`src/rtl/audio_pkg.sv`:
```
`default_nettype none
// ============================================================================
//  Module   : audio_pkg
//  Purpose  : Shared types and step-decode masks for the PSG frame sequencer.
//  Revision : 1.0  initial release
// ============================================================================
package audio_pkg;

    typedef logic [2:0] seq_step_t;

    // Bit n set means the tick fires when leaving step n.
    localparam logic [7:0] LEN_STEP_MASK   = 8'b0101_0101;
    localparam logic [7:0] SWEEP_STEP_MASK = 8'b0100_0100;
    localparam logic [7:0] ENV_STEP_MASK   = 8'b1000_0000;

    function automatic logic step_in_mask(input logic [7:0] mask, input seq_step_t s);
        return mask[s];
    endfunction

endpackage
`default_nettype wire

```
`src/rtl/audio_step_divider.sv`:
```
`default_nettype none
// ============================================================================
//  Module   : audio_step_divider
//  Purpose  : Step-rate divider; pulses o_term on the last count of each step.
//  Revision : 1.0  initial release
// ============================================================================
module audio_step_divider #(
    parameter int STEP_DIV = 195312,
    parameter int CNT_W    = 18
) (
    input  logic clk,
    input  logic rst_n,
    input  logic i_en,
    input  logic i_clr,
    output logic o_term
);

    localparam logic [CNT_W-1:0] c_last = CNT_W'(STEP_DIV - 1);

    logic [CNT_W-1:0] r_cnt;
    logic             w_at_last;

    assign w_at_last = (r_cnt == c_last);
    assign o_term    = i_en & ~i_clr & w_at_last;

    always_ff @(posedge clk or negedge rst_n) begin
        if (!rst_n) begin
            r_cnt <= '0;
        end else if (!i_en || i_clr || w_at_last) begin
            r_cnt <= '0;
        end else begin
            r_cnt <= r_cnt + 1'b1;
        end
    end

endmodule
`default_nettype wire

```
`src/rtl/audio_frame_sequencer.sv`:
```
`default_nettype none
// ============================================================================
//  Module   : audio_frame_sequencer
//  Purpose  : 512 Hz frame sequencer producing length/sweep/envelope ticks and
//             per-channel restart pulses from the level-type trigger bits.
//  Revision : 1.0  initial release
// ============================================================================
module audio_frame_sequencer
    import audio_pkg::*;
#(
    parameter int STEP_DIV = 195312,
    parameter int CNT_W    = 18
) (
    input  logic       clk_100,
    input  logic       reset_n,
    input  logic       master_en,
    input  logic       seq_rst,
    input  logic [3:0] ch_trig,
    output logic [2:0] step,
    output logic       step_strobe,
    output logic       length_tick,
    output logic       sweep_tick,
    output logic       env_tick,
    output logic [3:0] ch_restart
);

    seq_step_t   r_step;
    logic        r_strobe;
    logic        r_len;
    logic        r_sweep;
    logic        r_env;
    logic [3:0]  r_trig_q;
    logic [3:0]  r_restart;
    logic        w_term;
    logic [3:0]  w_rise;

    audio_step_divider #(
        .STEP_DIV (STEP_DIV),
        .CNT_W    (CNT_W)
    ) u_div (
        .clk    (clk_100),
        .rst_n  (reset_n),
        .i_en   (master_en),
        .i_clr  (seq_rst),
        .o_term (w_term)
    );

    assign w_rise = ch_trig & ~r_trig_q;

    // Trigger history keeps sampling while disabled so a held trigger never fires on enable.
    always_ff @(posedge clk_100 or negedge reset_n) begin
        if (!reset_n) begin
            r_trig_q  <= '0;
            r_restart <= '0;
        end else begin
            r_trig_q  <= ch_trig;
            r_restart <= w_rise & {4{master_en}};
        end
    end

    // Tick decodes look at the step being left, before it advances.
    always_ff @(posedge clk_100 or negedge reset_n) begin
        if (!reset_n) begin
            r_step   <= '0;
            r_strobe <= 1'b0;
            r_len    <= 1'b0;
            r_sweep  <= 1'b0;
            r_env    <= 1'b0;
        end else if (!master_en || seq_rst) begin
            r_step   <= '0;
            r_strobe <= 1'b0;
            r_len    <= 1'b0;
            r_sweep  <= 1'b0;
            r_env    <= 1'b0;
        end else begin
            r_strobe <= w_term;
            r_len    <= w_term & step_in_mask(LEN_STEP_MASK, r_step);
            r_sweep  <= w_term & step_in_mask(SWEEP_STEP_MASK, r_step);
            r_env    <= w_term & step_in_mask(ENV_STEP_MASK, r_step);
            if (w_term) begin
                r_step <= seq_step_t'(r_step + 1'b1);
            end
        end
    end

    assign step        = r_step;
    assign step_strobe = r_strobe;
    assign length_tick = r_len;
    assign sweep_tick  = r_sweep;
    assign env_tick    = r_env;
    assign ch_restart  = r_restart;

endmodule
`default_nettype wire
```
`config.mk`:
```
export PLATFORM = sky130hd
export DESIGN_NAME = audio_frame_sequencer
export DESIGN_NICKNAME = d
export VERILOG_FILES = /design/src/rtl/audio_pkg.sv /design/src/rtl/audio_step_divider.sv /design/src/rtl/audio_frame_sequencer.sv
export SDC_FILE = /design/constraint.sdc
export NUM_CORES = 1
export LEC_CHECK = 0
export BUFFER_PORTS_ARGS = -buffer_cell sky130_fd_sc_hd__buf_2
export CAP_MARGIN = 0
export CORE_MARGIN = 1.5
export CORE_UTILIZATION = 55
export CTS_CLUSTER_SIZE = 8
export DETAILED_ROUTE_END_ITERATION = 8
export PLACE_DENSITY_LB_ADDON = 0.15
export SKIP_CTS_REPAIR_TIMING = 1
export SLEW_MARGIN = 20
export SYNTH_ARGS = -nofsm -noshare
export SYNTH_HDL_FRONTEND = slang
export SYNTH_SLANG_ARGS = --single-unit
```
`constraint.sdc`:
```
create_clock -name clk_100 -period 1.83 [get_ports clk_100]
set_input_delay 0.4575 -clock clk_100 [delete_from_list [all_inputs] [get_ports clk_100]]
set_output_delay 0.4575 -clock clk_100 [all_outputs]
set_load 0.01 [all_outputs]
```
==> run summary, run 1 <==
met3 routed WL = 98 microns
WL per Instance = 13.6 microns
vias in the first global route = 976
critical-path cell list = ha_1 -> and3_2 -> nand4_1 -> o21ai_1 -> buf_4 -> o22ai_1
area leader, netlist = dfrtp_1
Syn Inst Count = 129
Synth Net Count = 141
Worst Slack Setup Final = 0.207 ns
register area = 826 sq um
CTS buffer count = 5
post-synthesis area per instance = 11.1 sq um
Total Neg Setup Slack = 0 ns
unrepaired setup endpoints after global routing = false
nets = 164
critical path's largest stage delay = 0.41 ns
Hold Path Class = input port to async pin
Residual DRC = 0
worst path bufs/invs = 1
Post-DP HPWL = 1800 microns
Max Fclk = 616 MHz
Area contributors post-synth = dfrtp_1 58%, xor2_1 4.9%, nor2_1 4.4%
first-pass GRT wire length = 4240 microns
GR Overflow Total = 0
sequential share of the synthesized area = 57.5%
final worst path period need = 1.62 ns
Place WS = 0.138 ns
Synth Warn # = 0
critical path arrival = 1.84 ns
drt pass-1 iters = 4
vias = 1025
Die Area = 2920 sq um
clk sinks = 33
slowest CP cell = dfrtp_1
Area Overhead vs Synth = 12.0%
startpoint types = register
Die X = 54.1 microns
crit path max fanout = 11
Max Transition Viols Final = 0
kind of critical path = register to register
# diodes = 0
met1 WL = 1080 microns
iteration-0 DRC count of the detailed router = 14
routed wl met2 = 1240 microns
DRT Wirelength = 2480 microns
post-route cell area = 1610 sq um
final clock period utilization by the worst path = 88.7%
Final setup viols = 0
required time worst endpoint = 2.05 ns
CP Capture Type = register
Slew HR = 53.2%
clock buffer depth = 2
CP top delay family = simple AND/OR/NAND/NOR gates
H-Tree Depth = 2
synthesized area = 1440 sq um
share of layout cells above drive strength 1 = 19.6%
placed cell area = 1560 sq um
Power Density = 727 nW/um^2
area of the multi-input gates = 562 sq um
antenna violations before repair = 0
hold violation count in the final report = 0
clk slew on worst S/H paths = 0.10 ns
num rows = 18
Initial Util = 57.9%
Port Buf Inserts = 18
CTS tree = done
Layout Skew = 0.00747 ns
cell leakage power = 0.784 nW
Max Used Layer = met4
distinct cell type count after synthesis = 31
gr usage total = 21.0%
Ports = 19
Routed Antenna Nets = 0
die height = 54.1 microns
Design Power = 1.17 mW
max cap viols = 0
Fillers = 224
largest net degree at the start of global routing = 34
vias per cell = 5.60
CTS root buf = clkbuf_4
Yosys reg bits = 33
status = finished, final reports clean
worst slew pin tran = 0.702 ns
Max IR drop VDD = 0.000653 V
placeable core area = 2480 sq um
share of the synthesized area in the top cell type = 57.5%
worst skew pair latency = 0.34 ns
routability cong. = 0.843
layout by cell type (no fill, tap or decap), types with 2 or more instances in the layout:
master    count
dfrtp_1      33
buf_2        18
nor2_1       17
nand4_1       8
xor2_1        8
nand3_1       6
inv_1         6
xnor2_1       5
clkbuf_4      5
nand2_1       4
and3b_1       4
ha_1          4
and4_1        3
and2_1        3
and3_1        2
o21ai_0       2
or3_1         2
a21oi_1       2
nor4_1        2
o22ai_1       2
clkinv_2      2
buf_4         2
cell families after synthesis:
kind of cell	share of synthesized area [%]
AND/OR/NAND/NOR	23.2
buffers and inverters	3.40
multiplexers	0.697
AO/OA/AOI/OAI	3.75
adder cells (fa/ha/maj)	3.49
flip-flops	57.5
XOR/XNOR	7.93
final cells by class:
type,instances,area share [%]
tap,30,2.33
multi-input combinational,85,34.9
sequential,33,51.4
clock buffer,6,2.57
clock inverter,2,0.623
timing repair buffer,20,6.54
inverter,7,1.63
sequential cells by signal, indices dropped and copies added, names as in the netlist:
signal       count
ch_restart       4
length_tick      1
r_trig_q         4
sweep_tick       1
step             3
step_strobe      1
u_div.r_cnt     18
env_tick         1
Yosys cell counts:
cell type / count
a211oi_1: 1
a21oi_1: 2
and2_1: 3
and3_1: 3
and3b_1: 4
and4_1: 3
and4bb_1: 1
buf_2: 3
buf_4: 1
dfrtp_1: 33
ha_1: 4
inv_1: 6
inv_2: 1
mux2i_1: 1
nand2_1: 4
nand3_1: 6
nand4_1: 8
nand4_2: 1
nor2_1: 17
nor2b_1: 1
nor3_1: 1
nor3b_1: 1
nor4_1: 2
o21ai_0: 2
o21ai_1: 1
o221ai_1: 1
o22ai_1: 2
or2_1: 1
or3_1: 2
xnor2_1: 5
xor2_1: 8
routing by layer:
layer	global-route usage, %	up-vias
met5	0	-
met4	10.0	0
met3	5.83	10
met2	36.2	23
met1	24.0	501
li1	-	491
through the flow:
| stage | hold WS [ns] | utilization (%) | cells |
|---|---|---|---|
| global placement | 0.466 | 62.8 | 175 |
| global route | 0.209 | 64.9 | 183 |
| finish | 0.157 | 64.9 | 183 |
| detailed placement | 0.485 | 62.8 | 175 |
| floorplan | 0.162 | - | 129 |
| CTS | 0.179 | 64.8 | 183 |
worst reg2reg max path, delay by kind of cell, from the launching register on:
family / cells / cell delay [ns]
buf+inv: 1 / 0.20
fa+ha+maj: 1 / 0.19
compound gates: 2 / 0.29
flops: 1 / 0.41
simple gates: 2 / 0.42
final timing paths:
kind	from	end	slack, ns	depth (start not counted)
max	u_div.r_cnt[0]$_DFF_PN0_	step[1]$_DFFE_PN0P_	0.21	6
min	reset_n	env_tick$_DFF_PN0_	0.16	1
max reg2reg	u_div.r_cnt[0]$_DFF_PN0_	step[1]$_DFFE_PN0P_	0.21	6
min reg2reg	step[0]$_DFFE_PN0P_	length_tick$_DFF_PN0_	0.50	1
max in group asynchronous	reset_n	u_div.r_cnt[0]$_DFF_PN0_	1.22	1
min in group clk_100	ch_trig[3]	r_trig_q[3]$_DFF_PN0_	0.23	1
where the power goes:
group          internal (mW)  switching (mW)
registers              0.738         0.00400
logic                 0.0153          0.0294
clock network          0.146           0.235
total                  0.900           0.269
Power figures use the tool's default switching activity.
==> run 2: changes to the inputs <==
BUFFER_PORTS_ARGS = default   (was -buffer_cell sky130_fd_sc_hd__buf_2)
DONT_BUFFER_PORTS = 1   (was default)
==> run summary, run 2 (synthesis results as in run 1) <==
max cap viols = 0 (unchanged)
routability cong. = 0.894 (+6.0%)
status = finished, final reports clean
Largest register FFs = 18 (unchanged)
Slew HR = 78.6% (+25 points)
clk sinks = 33 (unchanged)
Ports = 19 (unchanged)
met3 usage = 7.78% (+1.9 points)
Power Density = 849 nW/um^2 (+17%)
Comb pwr share = 2.8% (-1.0 points)
worst slew pin tran = 0.319 ns (-0.383 ns)
Post-DP HPWL = 1670 microns (-7.3%)
Area Overhead vs Synth = 10.2%
cell leakage power = 0.724 nW (-7.7%)
DRT Wirelength = 2410 microns (-2.9%)
hold violation count in the final report = 0 (unchanged)
Top Usage Layer GRT = met2
placeable core area = 2480 sq um (unchanged)
vias = 953 (-7.0%)
Max Transition Viols Final = 0 (unchanged)
most frequent cells in the layout = 33 x dfrtp_1, 17 x nor2_1, 8 x nand4_1, 8 x xor2_1
nets = 148 (-9.8%)
Int Pwr = 1.08 mW (+20%)
worst skew pair latency = 0.34 ns (about the same)
crit path max fanout = 10 (-1)
CTS buffer count = 5 (unchanged)
vias in the first global route = 941 (-3.6%)
final clock period utilization by the worst path = 88.7% (about the same)
Max Fclk = 616 MHz (about the same)
iteration-0 DRC count of the detailed router = 21 (+7)
Routed Antenna Nets = 0 (unchanged)
H-Tree Depth = 2 (unchanged)
Place WS = 0.141 ns (+0.00258 ns)
clock network fraction of total power = 41.7% (+9.1 points)
WL per Instance = 14.4 microns (+6.4%)
num rows = 18 (unchanged)
largest net degree at the start of global routing = 34 (unchanged)
share of layout cells above drive strength 1 = 9.49% (-10 points)
Hold Path Class = input port to register
Die X = 54.1 microns (unchanged)
Residual DRC = 0 (unchanged)
Total Neg Setup Slack = 0 ns (unchanged)
met1 Use GR = 25.2% (+1.2 points)
GR Overflow Total = 0 (unchanged)
P_sw = 0.265 mW (-1.3%)
antenna violations before repair = 0 (unchanged)
Layout Skew = 0.00917 ns (+0.00170 ns)
met2 Usage GRT = 32.5% (-3.7 points)
clock buffer depth = 2 (unchanged)
# diodes = 0 (unchanged)
fin util = 63.8% (-1.1 points)
Design Power = 1.34 mW (+15%)
critical path arrival = 1.85 ns (about the same)
CTS root buf = clkbuf_4
kind of critical path = register to register
Die Area = 2920 sq um (unchanged)
final worst path period need = 1.62 ns (+0.000363 ns)
Worst Slack Setup Final = 0.206 ns (-0.000363 ns)
commonest non-fill, non-tap cell in the layout = dfrtp_1
vias per cell = 5.71 (+1.9%)
Seq pwr share = 55.5% (-8.0 points)
first-pass GRT wire length = 4120 microns (-2.8%)
Final setup viols = 0 (unchanged)
unrepaired setup endpoints after global routing = false
startpoint types = register
Max IR drop VDD = 0.000649 V (-0.67%)
clk slew on worst S/H paths = 0.10 ns (about the same)
Port Buf Inserts = 0 (-18)
Initial Util = 57.9% (unchanged)
gr usage total = 20.6% (-0.38 points)
drt pass-1 iters = 4 (unchanged)
WHS = 0.141 ns (-0.0163 ns)
required time worst endpoint = 2.05 ns (about the same)
CP Capture Type = register
die height = 54.1 microns (unchanged)
CTS tree = done
largest register by flop count = u_div.r_cnt
Sw Share = 19.7% (-3.3 points)
## run 2: changes by cell type in the layout (fill, tap and decap cells not counted), sizes merged
| cell | previous run | this run |
|---|---|---|
| buf | 20 | 3 |
| bufinv | 0 | 1 |
| clkbuf | 6 | 7 |
| clkinv | 2 | 0 |
| dlygate4sd3 | 0 | 1 |
## run 2: critical path: stages, from the launching register on
cell and delay, ns:
dfrtp_1 0.42, ha_1 0.20, and3_2 0.26, nand4_1 0.14, o21ai_1 0.21, buf_4 0.20
mux2i_1 0.09
## run 2: path summary, 6_finish.rpt
| path | from | to | slack, ns | cells past startpoint |
|---|---|---|---|---|
| setup / recovery | u_div.r_cnt[0]$_DFF_PN0_ | step[0]$_DFFE_PN0P_ | 0.21 | 6 |
| hold / removal | ch_trig[1] | r_trig_q[1]$_DFF_PN0_ | 0.14 | 0 |
| setup reg to reg | u_div.r_cnt[0]$_DFF_PN0_ | step[0]$_DFFE_PN0P_ | 0.21 | 6 |
| hold reg to reg | r_trig_q[2]$_DFF_PN0_ | ch_restart[2]$_DFF_PN0_ | 0.51 | 1 |
| max in group asynchronous | reset_n | u_div.r_cnt[14]$_DFF_PN0_ | 1.10 | 2 |
| min in group asynchronous | reset_n | step[2]$_DFFE_PN0P_ | 0.56 | 2 |
## run 2: layer usage
| metal | vias to the layer above | part of all wire, % |
|---|---|---|
| li1 | 458 | - |
| met3 | 6 | 4.4 |
| met4 | 0 | 1.5 |
| met1 | 466 | 45 |
| met5 | - | 0 |
| met2 | 23 | 50 |
## run 2: per-stage QoR
stage / cell area [sq um] / instances
final: 1580 / 167
after CTS: 1550 / 165
after global routing: 1580 / 167
after floorplan: 1440 / 129
after detailed placement: 1470 / 157
after global placement: 1470 / 157
## run 2: power groups by stage
stage / Sequential, mW / Combinational (mW) / Clock [mW]
4_1_cts: 0.745 / 0.0185 / 0.573
3_5_place_dp: 0.759 / 0.0186 / 0
2_1_floorplan: 0.758 / 0.0136 / 0
5_1_grt: 0.746 / 0.0450 / 0.609
3_3_place_gp: 0.759 / 0.0184 / 0
6_report: 0.745 / 0.0380 / 0.560
## run 2: cell type report
| cell class | count | area (sq um) |
|---|---|---|
| Clock inverter | 1 | 30.0 |
| Sequential cell | 33 | 826 |
| Inverter | 7 | 26.3 |
| Timing Repair Buffer | 4 | 45.0 |
| Tap cell | 30 | 37.5 |
| Fill cell | 202 | 896 |
| Multi-Input combinational cell | 85 | 562 |
| Clock buffer | 7 | 55.1 |
